===== src/rtl/fft_pkg.sv =====
// Shared defaults, error codes and FSM state type for the FFT result capture path.
package fft_pkg;

  localparam int NN_DEFAULT   = 32;
  localparam int DW_DEFAULT   = 16;
  localparam int EXPW_DEFAULT = 6;

  localparam logic [1:0] ERR_NONE      = 2'd0;
  localparam logic [1:0] ERR_EARLY_EOP = 2'd1;
  localparam logic [1:0] ERR_NO_EOP    = 2'd2;
  localparam logic [1:0] ERR_SOP       = 2'd3;

  typedef enum logic [1:0] {
    ST_IDLE,
    ST_CAPTURE,
    ST_DRAIN
  } state_t;

endpackage


===== src/rtl/fft_mag2.sv =====
// Two-stage squared-magnitude pipeline: squares registered, then their sum.
// A write-valid bit and an opaque tag word travel alongside the data.
module fft_mag2 #(
  parameter int DW = 16,
  parameter int TW = 8
) (
  input  logic            clk,
  input  logic            rst,
  input  logic            i_valid,
  input  logic [DW-1:0]   i_re,
  input  logic [DW-1:0]   i_im,
  input  logic [TW-1:0]   i_tag,
  output logic            o_valid,
  output logic [2*DW:0]   o_mag,
  output logic [TW-1:0]   o_tag
);

  logic signed [2*DW-1:0] w_re_x;
  logic signed [2*DW-1:0] w_im_x;
  logic        [2*DW-1:0] r_sq_re;
  logic        [2*DW-1:0] r_sq_im;
  logic                   r_v1;
  logic        [TW-1:0]   r_tag1;
  logic                   r_v2;
  logic        [2*DW:0]   r_mag;
  logic        [TW-1:0]   r_tag2;

  // Sign-extend before multiplying so the most negative input squares exactly.
  assign w_re_x = {{DW{i_re[DW-1]}}, i_re};
  assign w_im_x = {{DW{i_im[DW-1]}}, i_im};

  always_ff @(posedge clk) begin
    if (rst) begin
      r_v1    <= 1'b0;
      r_sq_re <= '0;
      r_sq_im <= '0;
      r_tag1  <= '0;
      r_v2    <= 1'b0;
      r_mag   <= '0;
      r_tag2  <= '0;
    end else begin
      r_v1    <= i_valid;
      r_sq_re <= w_re_x * w_re_x;
      r_sq_im <= w_im_x * w_im_x;
      r_tag1  <= i_tag;
      r_v2    <= r_v1;
      r_mag   <= {1'b0, r_sq_re} + {1'b0, r_sq_im};
      r_tag2  <= r_tag1;
    end
  end

  assign o_valid = r_v2;
  assign o_mag   = r_mag;
  assign o_tag   = r_tag2;

endmodule


===== src/rtl/fft_result_capture.sv =====
// Captures FFT result frames, checks sop/eop framing and writes tagged
// squared-magnitude words to the result FIFO.
module fft_result_capture
  import fft_pkg::*;
#(
  parameter int NN   = NN_DEFAULT,
  parameter int DW   = DW_DEFAULT,
  parameter int EXPW = EXPW_DEFAULT
) (
  input  logic            clk,
  input  logic            rst,
  input  logic            source_valid,
  input  logic            source_sop,
  input  logic            source_eop,
  input  logic [DW-1:0]   source_real,
  input  logic [DW-1:0]   source_imag,
  input  logic [EXPW-1:0] source_exp,
  input  logic [1:0]      source_error,
  output logic            source_ready,
  input  logic            out_fifo_afull,
  output logic            out_wr,
  output logic [2*DW:0]   out_data,
  output logic [EXPW-1:0] out_exp,
  output logic            out_sop,
  output logic            out_eop,
  output logic            out_err,
  output logic            frame_done,
  output logic            frame_err,
  output logic [1:0]      err_code,
  output logic [15:0]     frame_cnt
);

  localparam int             IW   = $clog2(NN);
  localparam int             TW   = EXPW + 7;
  localparam logic [IW-1:0]  LAST = IW'(NN - 1);

  state_t          r_state, w_state_next;
  logic [IW-1:0]   r_idx, w_idx_next;
  logic [EXPW-1:0] r_exp, w_exp_next;
  logic            w_acc, w_last, w_start;
  logic            w_wr, w_sop, w_eop, w_err, w_done, w_ferr;
  logic [1:0]      w_code;
  logic [TW-1:0]   w_tag;

  logic            r_b_valid;
  logic [DW-1:0]   r_b_re, r_b_im;
  logic [TW-1:0]   r_b_tag;
  logic            w_m_valid;
  logic [2*DW:0]   w_m_mag;
  logic [TW-1:0]   w_m_tag;
  logic [1:0]      r_err_code;
  logic [15:0]     r_frame_cnt;

  assign source_ready = !rst && !out_fifo_afull;
  assign w_acc        = source_valid && source_ready;
  assign w_last       = (r_idx == LAST);

  always_ff @(posedge clk) begin
    if (rst) begin
      r_state <= ST_IDLE;
      r_idx   <= '0;
      r_exp   <= '0;
    end else begin
      r_state <= w_state_next;
      r_idx   <= w_idx_next;
      r_exp   <= w_exp_next;
    end
  end

  always_comb begin
    w_state_next = r_state;
    w_idx_next   = r_idx;
    w_exp_next   = r_exp;
    w_start      = 1'b0;
    w_wr         = 1'b0;
    w_sop        = 1'b0;
    w_eop        = 1'b0;
    w_err        = 1'b0;
    w_done       = 1'b0;
    w_ferr       = 1'b0;
    w_code       = ERR_NONE;
    if (w_acc) begin
      case (r_state)
        ST_IDLE: w_start = source_sop;
        ST_DRAIN: begin
          if (source_eop) w_state_next = ST_IDLE;
          else            w_start      = source_sop;
        end
        ST_CAPTURE: begin
          if (source_error != 2'b00) begin
            w_wr         = 1'b1;
            w_eop        = 1'b1;
            w_err        = 1'b1;
            w_ferr       = 1'b1;
            w_code       = ERR_SOP;
            w_state_next = source_eop ? ST_IDLE : ST_DRAIN;
          end else if (source_sop) begin
            // Abandoned frame: flag it, then treat this beat as a fresh start.
            w_ferr  = 1'b1;
            w_code  = ERR_SOP;
            w_start = 1'b1;
          end else begin
            w_wr = 1'b1;
            if (source_eop) begin
              w_eop        = 1'b1;
              w_state_next = ST_IDLE;
              if (w_last) begin
                w_done = 1'b1;
              end else begin
                w_err  = 1'b1;
                w_ferr = 1'b1;
                w_code = ERR_EARLY_EOP;
              end
            end else if (w_last) begin
              w_eop        = 1'b1;
              w_err        = 1'b1;
              w_ferr       = 1'b1;
              w_code       = ERR_NO_EOP;
              w_state_next = ST_DRAIN;
            end else begin
              w_idx_next = r_idx + IW'(1);
            end
          end
        end
        default: w_state_next = ST_IDLE;
      endcase
    end
    if (w_start) begin
      w_wr         = 1'b1;
      w_sop        = 1'b1;
      w_exp_next   = source_exp;
      w_idx_next   = IW'(1);
      w_state_next = ST_CAPTURE;
    end
  end

  assign w_tag = {w_code, w_ferr, w_done, w_err, w_eop, w_sop, w_exp_next};

  // Beat register ahead of the magnitude pipeline; status pulses ride in the tag.
  always_ff @(posedge clk) begin
    if (rst) begin
      r_b_valid <= 1'b0;
      r_b_re    <= '0;
      r_b_im    <= '0;
      r_b_tag   <= '0;
    end else begin
      r_b_valid <= w_wr;
      r_b_re    <= source_real;
      r_b_im    <= source_imag;
      r_b_tag   <= w_tag;
    end
  end

  fft_mag2 #(
    .DW (DW),
    .TW (TW)
  ) u_mag2 (
    .clk     (clk),
    .rst     (rst),
    .i_valid (r_b_valid),
    .i_re    (r_b_re),
    .i_im    (r_b_im),
    .i_tag   (r_b_tag),
    .o_valid (w_m_valid),
    .o_mag   (w_m_mag),
    .o_tag   (w_m_tag)
  );

  assign out_wr     = w_m_valid;
  assign out_data   = w_m_mag;
  assign out_exp    = w_m_tag[EXPW-1:0];
  assign out_sop    = w_m_tag[EXPW];
  assign out_eop    = w_m_tag[EXPW+1];
  assign out_err    = w_m_tag[EXPW+2];
  assign frame_done = w_m_tag[EXPW+3];
  assign frame_err  = w_m_tag[EXPW+4];

  always_ff @(posedge clk) begin
    if (rst) begin
      r_err_code  <= ERR_NONE;
      r_frame_cnt <= '0;
    end else begin
      if (frame_err)  r_err_code  <= w_m_tag[EXPW+6:EXPW+5];
      if (frame_done) r_frame_cnt <= r_frame_cnt + 16'd1;
    end
  end

  assign err_code  = r_err_code;
  assign frame_cnt = r_frame_cnt;

endmodule


===== config.mk =====
export PLATFORM = sky130hd
export DESIGN_NAME = fft_result_capture
export DESIGN_NICKNAME = d
export VERILOG_FILES = /design/src/rtl/fft_pkg.sv /design/src/rtl/fft_mag2.sv /design/src/rtl/fft_result_capture.sv
export SDC_FILE = /design/constraint.sdc
export NUM_CORES = 1
export LEC_CHECK = 0
export BUFFER_PORTS_ARGS = -buffer_cell sky130_fd_sc_hd__buf_2
export CORE_MARGIN = 2
export CORE_UTILIZATION = 35
export CTS_BUF_LIST = sky130_fd_sc_hd__clkbuf_4 sky130_fd_sc_hd__clkbuf_8
export DETAILED_ROUTE_END_ITERATION = 7
export GPL_ROUTABILITY_DRIVEN = 1
export GPL_TIMING_DRIVEN = 0
export PLACE_DENSITY = 0.62
export REMOVE_ABC_BUFFERS = 1
export SLEW_MARGIN = 20
export SYNTH_ARGS = -nofsm -noshare
export SYNTH_HDL_FRONTEND = slang
export SYNTH_HIERARCHICAL = 1
export SYNTH_SLANG_ARGS = --single-unit

===== constraint.sdc =====
create_clock -name clk -period 6.6 [get_ports clk]
set_clock_uncertainty 0.1 [all_clocks]
set_input_delay 0 -clock clk [delete_from_list [all_inputs] [get_ports clk]]
set_output_delay 0 -clock clk [all_outputs]
set_load 0.005 [all_outputs]

==> out/results.ini, run 1 <==
[sta]
fin_max_slew_vios=0
setup-violations-final=0
final.hold.worst_slack_ns=0.114
final_hold_viol_count=0
worst_slew_margin_rel=0.555
min_period_over_period=0.966
finalCriticalPeriod_ns=6.38
timing_worst_slew_pin_value_ns=0.666
achievable-frequency_mhz=157

[synthesis]
synth-edff-count=0
synth.distinct_cells=69
syn_area_per_cell_um2=9.32
synthCells=2662
async_reset_ff_frac=0
dominantRegCellSynth=dfxtp_1
synthesis.area_um2=24800
synth-seq-area-share=0.156
postSynthRegisterBits=194
synth.yosys.warnings=6

[power]
power.leakage_uw=0.0145
power-per-cell-area_nw_per_um2=228
max-vdd-ir-drop_mv=0.177

[place]
cell_count_post_placement=3642
finalWeightedCongestion=0.824
port_buffers=109
dp.final_hpwl_mm=40.7

[worst_setup_path]
crit_path_category=flip-flop to flip-flop
critical_path.reg2reg.startpoint=r_b_re[15]
rr_endpoint=u_mag2/r_sq_re[29]
timing.critical_path.fanout_max=11
cpPeakStageDelay_ns=0.53
timing.critical_path.depth=23
rrSetupSlack_ns=0.22
timing.critical_path.from_type=flip-flop
cpMaxStageDelayCell=fa_1
worst_ep_arrival_time_ns=6.69
count_of_buffering_cells_on_the_critical_path_with_inverters_included=4
cp.required_ns=6.91
critPathCaptureType=flip-flop
critical-path-top-cell-by-count=fa_1
cp_cell_sequence=clkinvlp_4 > buf_4 > nor2_1 > xnor2_1 > ha_1 > a31o_2 > fa_1 > fa_1 > fa_1 > fa_1 > inv_1 > fa_1 > inv_1 > ha_1 > and4_1 > and2_1 > nand2_1 > nor3_2 > o2111ai_2 > a31oi_2 > a41oi_1 > xor2_1 > nor2_1
r2r.worst_path.cells=23
critical_path.top_delay_family=adder cells

[routing]
drt_pre_antenna_iters=5
antenna_left=0
avgRoutedWirePerCell_um=13.5
drc=0
via_count=17250
drt_first_iter_violations=725
drt_wl_total_mm=51.1
avgViaCountPerCell=4.54

[global_routing]
grt_max_degree=117
grt_pass1_wl_mm=87.6
first_global_vias=18321
grt_antenna_before_repair=0
global_route.overflow_total=0
total_track_usage=0.147

[clock_network]
maximum_number_of_buffers_from_clock_root_to_sink=2
numClockSinks=194
cts-htree-levels=4
clockRootBuffer=clkbuf_8
worst_skew_pair.late_latency_ns=0.55
clock_pin_slew_reported_for_the_worst_setup_and_hold_paths_after_clock_tree_synthesis_ns=0.12
tritoncts.num_buffers=17
cts_tree=done

[floorplan]
initial_utilization=0.354
floorplan.die.width_um=270
floorplan.rows=97
die_area_um2=73100
floorplan.die.height_um=270
core_um2=70100
io_pins=110

[finish]
areaGrowthSynthToFinish_pct=13.1
post_route_cells_drive_above_1_share=0.0967
finalNonFillerCells=3796
final_net_count=3574
mostFrequentLayoutCells=inv_1, fa_1, ha_1
layout.cells.most_common=inv_1

[job]
maxCapViolations=0

[status]
outcome=complete, no violations

[hold_path]
worstHoldEndpoint=r_b_re[7]
min-delay-path-class=input pin to flip-flop
worstHoldStart=source_real[7]
holdPathStages=3

## layer usage
layer / vias up / wire, um / track usage
li1: 8406 / - / -
met1: 8585 / 24600 / 0.205
met2: 223 / 24000 / 0.242
met3: 36 / 1860 / 0.0243
met4: 0 / 553 / 0.0289
met5: - / 0 / 0
## area by class of cell
type | instances | area, um2
Fill cell | 7060 | 42100
Multi-Input combinational cell | 1740 | 18300
Sequential cell | 194 | 3990
Inverter | 657 | 2500
Timing Repair Buffer | 233 | 1750
Tap cell | 940 | 1180
Clock buffer | 19 | 255
Clock inverter | 12 | 114
Antenna cell | 1 | 2.50
## worst max-delay path by stage
| stage | startpoint | to |
|---|---|---|
| after floorplan | r_b_im[15] | u_mag2/r_sq_im[29] |
| after global placement | r_b_im[15] | u_mag2/r_sq_im[29] |
| after detailed placement | r_b_re[15] | u_mag2/r_sq_re[29] |
| after CTS | r_b_re[3] | u_mag2/r_sq_re[29] |
| after global routing | r_b_re[15] | u_mag2/r_sq_re[29] |
| final | r_b_re[15] | u_mag2/r_sq_re[29] |
## what timing repair did
| action | 4_1_cts | 5_1_grt |
|---|---|---|
| setup endpoints to repair | 21 | 17 |
| endpoints found under the hold margin | 91 | 0 |
| pin swaps | 0 | 9 |
| buffers inserted | 8 | 31 |
| hold buffers | 83 | 0 |
| gates resized for setup | 46 | 48 |
## worst register-to-register path: stages, from the launching register on
cell and delay, ns:
dfxtp_4 0.42, clkinvlp_4 0.20, buf_4 0.25, nor2_1 0.15, xnor2_1 0.09, ha_1 0.20, a31o_2 0.23, fa_1 0.47
fa_1 0.53, fa_1 0.44, fa_1 0.50, inv_1 0.05, fa_1 0.48, inv_1 0.05, ha_1 0.35, and4_1 0.22
and2_1 0.23, nand2_1 0.09, nor3_2 0.34, o2111ai_2 0.24, a31oi_2 0.28, a41oi_1 0.17, xor2_1 0.15, nor2_1 0.05
## sequential cells by signal, indices dropped and copies added (netlist names)
signal          cells
u_mag2/o_mag       33
u_mag2/r_sq_im     31
u_mag2/r_sq_re     31
frame_cnt          16
r_b_im             16
r_b_re             16
u_mag2/o_tag       13
u_mag2/r_tag1      13
r_b_tag             8
r_exp               5
r_idx               5
err_code            2
r_state             2
r_b_valid           1
u_mag2/o_valid      1
u_mag2/r_v1         1
## kinds of logic (layout without fill, tap and decap cells)
| logic type | count (synthesis) | count (layout) | synth area share |
|---|---|---|---|
| buffers and inverters | 728 | 921 | 0.111 |
| adder cells (fa/ha/maj) | 685 | 685 | 0.487 |
| AND/OR/NAND/NOR | 668 | 668 | 0.132 |
| AO/OA/AOI/OAI | 262 | 262 | 0.0686 |
| flip-flops | 194 | 194 | 0.156 |
| XOR/XNOR | 113 | 113 | 0.0399 |
| multiplexers | 12 | 12 | 0.00509 |
| other | 0 | 1 | 0 |
## report_power, final
group          internal (uW)  leakage, uW  total [uW]  switching (uW)
combinational           1780       0.0127        4120            2340
clock                    287     0.000181         780             493
sequential              1380      0.00161        1500             119
## stage by stage
stage | utilization | area (um2) | power, uW | setup slack (ns) | TNS (ns)
2_1_floorplan | - | 24500 | 4600 | 0.305 | 0
3_3_place_gp | 0.374 | 26300 | 5450 | -0.869 | -10.51
3_5_place_dp | 0.375 | 26300 | 5500 | -0.756 | -8.82
4_1_cts | 0.394 | 27700 | 6380 | 0.0112 | 0
5_1_grt | 0.400 | 28100 | 7130 | -0.00553 | -0.00954
6_report | 0.400 | 28100 | 6390 | 0.222 | 0
## cell usage after synthesis, types with 5 or more instances
cell / count / area share
xnor2_1: 76 / 0.027
o21bai_1: 11 / 0.0033
nand3_1: 23 / 0.0046
nand2_1: 186 / 0.028
or2_2: 7 / 0.0018
a31o_2: 10 / 0.0035
nand2b_1: 16 / 0.0040
clkbuf_1: 61 / 0.0092
o21a_1: 8 / 0.0024
nor2b_1: 85 / 0.021
fa_1: 469 / 0.38
mux2i_1: 7 / 0.0028
nor2_1: 182 / 0.028
nor4_1: 7 / 0.0018
nand4_1: 5 / 0.0013
o211ai_1: 5 / 0.0015
xor2_1: 37 / 0.013
nor3b_1: 5 / 0.0015
inv_1: 656 / 0.099
ha_1: 216 / 0.11
or3_1: 11 / 0.0028
a21oi_1: 78 / 0.016
buf_1: 5 / 0.00076
o31ai_1: 5 / 0.0015
nand3b_1: 8 / 0.0024
and3_1: 12 / 0.0030
a31oi_1: 10 / 0.0025
nor3_1: 29 / 0.0058
a211oi_1: 13 / 0.0039
a21o_1: 35 / 0.011
and2_1: 83 / 0.021
dfxtp_1: 194 / 0.16
o21ai_0: 50 / 0.010
(Power assumes the default switching activity.)
==> run 2, diff against run 1 <==
REMOVE_ABC_BUFFERS = unset   (was 1)
==> out/results.ini, run 2 (synthesized netlist as in run 1, its figures left out) <==
[status]
outcome=complete, no violations

[power]
p_switching_uw=3090  ; +4.9%
power_frac_clock=0.129  ; +0.007
power.share.switching=0.470  ; +0.00846
power_frac_comb=0.648  ; +0.004
power.leakage_uw=0.0145  ; about the same
max-vdd-ir-drop_mv=0.196  ; +11%
p_seq_frac=0.223  ; -0.011
total_power_draw_uw=6580  ; +3.0%
intPower_uw=3490  ; +1.4%
power-per-cell-area_nw_per_um2=235  ; +3.3%

[sta]
achievable-frequency_mhz=157  ; about the same
final_hold_viol_count=0  ; unchanged
finalCriticalPeriod_ns=6.38  ; +0.00168 ns
worst_slew_margin_rel=0.372  ; -0.183
final.hold.worst_slack_ns=0.0643  ; -0.0493 ns
layout_setup_ws_ns=0.221  ; -0.00168 ns
setup-violations-final=0  ; unchanged
fin_max_slew_vios=0  ; unchanged
min_period_over_period=0.967  ; about the same
timing_worst_slew_pin_value_ns=0.942  ; +0.276 ns

[worst_setup_path]
cpPeakStageDelay_ns=0.52  ; about the same
rr_endpoint=u_mag2/r_sq_re[30]
rrSetupSlack_ns=0.22  ; about the same
cpMaxStageDelayCell=fa_1
timing.critical_path.fanout_max=10  ; -1
cp_cell_sequence=clkbuf_2 > nand2_1 > fa_1 > fa_1 > fa_1 > inv_1 > fa_1 > fa_1 > inv_1 > fa_1 > inv_1 > ha_1 > nand4_1 > nor2_1 > and3_1 > a21oi_2 > o211a_1 > nor3_4 > nor3_4 > a21oi_1 > mux2_2
count_of_buffering_cells_on_the_critical_path_with_inverters_included=4  ; unchanged
cp.required_ns=6.96  ; +0.05 ns
critical_path.reg2reg.startpoint=r_b_re[1]
timing.critical_path.from_type=flip-flop
critical_path.top_delay_family=adder cells
critical-path-top-cell-by-count=fa_1
crit_path_category=flip-flop to flip-flop
critPathCaptureType=flip-flop
r2r.worst_path.cells=21  ; -8.7%
worst_ep_arrival_time_ns=6.74  ; +0.05 ns

[hold_path]
min-delay-path-class=input pin to flip-flop
holdPathStages=3  ; unchanged
worstHoldStart=source_real[6]
worstHoldEndpoint=r_b_re[6]

[finish]
largest_register_ffs=33  ; unchanged
layout.cells.most_common=inv_1
final_net_count=3585  ; +0.31%
areaGrowthSynthToFinish_pct=12.8
filler_cell_count=7150  ; +1.3%
layout.cell_area.non_filler_um2=28000  ; -0.27%
mostFrequentLayoutCells=inv_1, fa_1, ha_1
post_route_cells_drive_above_1_share=0.0994  ; +0.00273

[clock_network]
cts-htree-levels=4  ; unchanged
clockRootBuffer=clkbuf_8
clock_pin_slew_reported_for_the_worst_setup_and_hold_paths_after_clock_tree_synthesis_ns=0.13  ; about the same
cts_tree=done
numClockSinks=194  ; unchanged
worst_skew_pair.late_latency_ns=0.57  ; +0.02 ns
tritoncts.num_buffers=17  ; unchanged
maximum_number_of_buffers_from_clock_root_to_sink=2  ; unchanged

[routing]
drt_wl_total_mm=57.4  ; +12%
drt_pre_antenna_iters=5  ; unchanged
drc=0  ; unchanged
avgRoutedWirePerCell_um=15.1  ; +12%
avgViaCountPerCell=4.61  ; +1.4%
via_count=17545  ; +1.7%
antenna_left=0  ; unchanged
drt_first_iter_violations=1065  ; +47%

[floorplan]
io_pins=110  ; unchanged
floorplan.die.width_um=270  ; unchanged
core_um2=70100  ; unchanged
floorplan.die.height_um=270  ; unchanged
floorplan.rows=97  ; unchanged
die_area_um2=73100  ; unchanged
initial_utilization=0.354  ; unchanged

[global_routing]
total_track_usage=0.164  ; +0.0170
grt_max_degree=23  ; -80%
grt_pass1_wl_mm=94.4  ; +7.7%
first_global_vias=18457  ; +0.74%
grt_antenna_before_repair=1  ; +1
global_route.overflow_total=0  ; unchanged

[place]
worst_case_setup_slack_after_placement_ns=-0.830  ; -0.0740 ns
finalWeightedCongestion=0.872  ; +5.8%
dp.final_hpwl_mm=47.8  ; +17%
placed_cell_area_um2=26500  ; +0.87%
port_buffers=108  ; -0.92%

[job]
maxCapViolations=0  ; unchanged

[synthesis]
synth.net_count=3393

-- run 2: cell types whose count changed in the layout (fill, tap and decap cells not counted), moves of 8 or more --
cell           delta
buf_4            -13
dlygate4sd3_1    -26
clkbuf_1         +20
clkbuf_4          +8
dfxtp_4          -13
clkinvlp_4       -10
-- run 2: worst max path at each step --
stage / cells after the start / slack, ns / start / to
2_1_floorplan: 22 / 0.44 / r_b_re[4] / u_mag2/r_sq_re[30]
3_3_place_gp: 22 / -0.82 / r_b_re[4] / u_mag2/r_sq_re[29]
3_5_place_dp: 22 / -0.83 / r_b_re[4] / u_mag2/r_sq_re[29]
4_1_cts: 23 / 0.03 / r_b_re[13] / u_mag2/r_sq_re[30]
5_1_grt: 21 / -0.02 / r_b_re[6] / u_mag2/r_sq_re[30]
6_report: 21 / 0.22 / r_b_re[1] / u_mag2/r_sq_re[30]
-- run 2: area by class of cell --
type                       instances  area (um2)  share of cell area
clock inverter                    15         196             0.00701
inverter                         657        2470              0.0882
clock buffer                      17         234             0.00835
sequential                       194        3950               0.141
buffer                            68         425              0.0152
tap                              940        1180              0.0420
timing repair buffer             176        1190              0.0426
multi-input combinational       1740       18400               0.655
antenna                            1        2.50           0.0000894
-- run 2: metal layers --
| layer | routed length, um | GRT usage | vias to the layer above |
|---|---|---|---|
| met5 | 0 | 0 | - |
| li1 | - | - | 8407 |
| met2 | 26900 | 0.268 | 408 |
| met3 | 3680 | 0.0347 | 52 |
| met1 | 25900 | 0.223 | 8678 |
| met4 | 825 | 0.0393 | 0 |
-- run 2: timing repair --
item                                    CTS  global route
cloned                                    0             0
endpoints found under the setup margin   28            17
hold buffers                             57             0
pin swaps                                 1             9
buffers inserted                          0            11
resized for setup                        83           112
endpoints found under the hold margin    58             0
-- run 2: worst register-to-register path: cells and delay by family, from the launching register on --
family | cells | cell delay (ns)
AOI/OAI and AO/OA | 3 | 0.53
adders and majority gates | 7 | 3.36
buffers and inverters | 4 | 0.46
DFF | 1 | 0.44
muxes | 1 | 0.34
and+or+nand+nor | 6 | 1.05
-- run 2: per-stage QoR --
step / utilization / instances / TNS, ns
floorplan: - / 2662 / 0
global placement: 0.378 / 3710 / -9.47
detailed placement: 0.378 / 3710 / -10.32
CTS: 0.395 / 3797 / 0
global route: 0.399 / 3807 / -0.0375
finish: 0.399 / 3808 / 0
-- run 2: power by group through the flow --
| stage | Combinational, uW | Sequential, uW | Clock (uW) |
|---|---|---|---|
| 3_5_place_dp | 4120 | 1500 | 0 |
| 5_1_grt | 4880 | 1490 | 931 |
| 4_1_cts | 4190 | 1480 | 885 |
| 3_3_place_gp | 4070 | 1500 | 0 |
| 6_report | 4270 | 1470 | 849 |
| 2_1_floorplan | 3170 | 1470 | 0 |
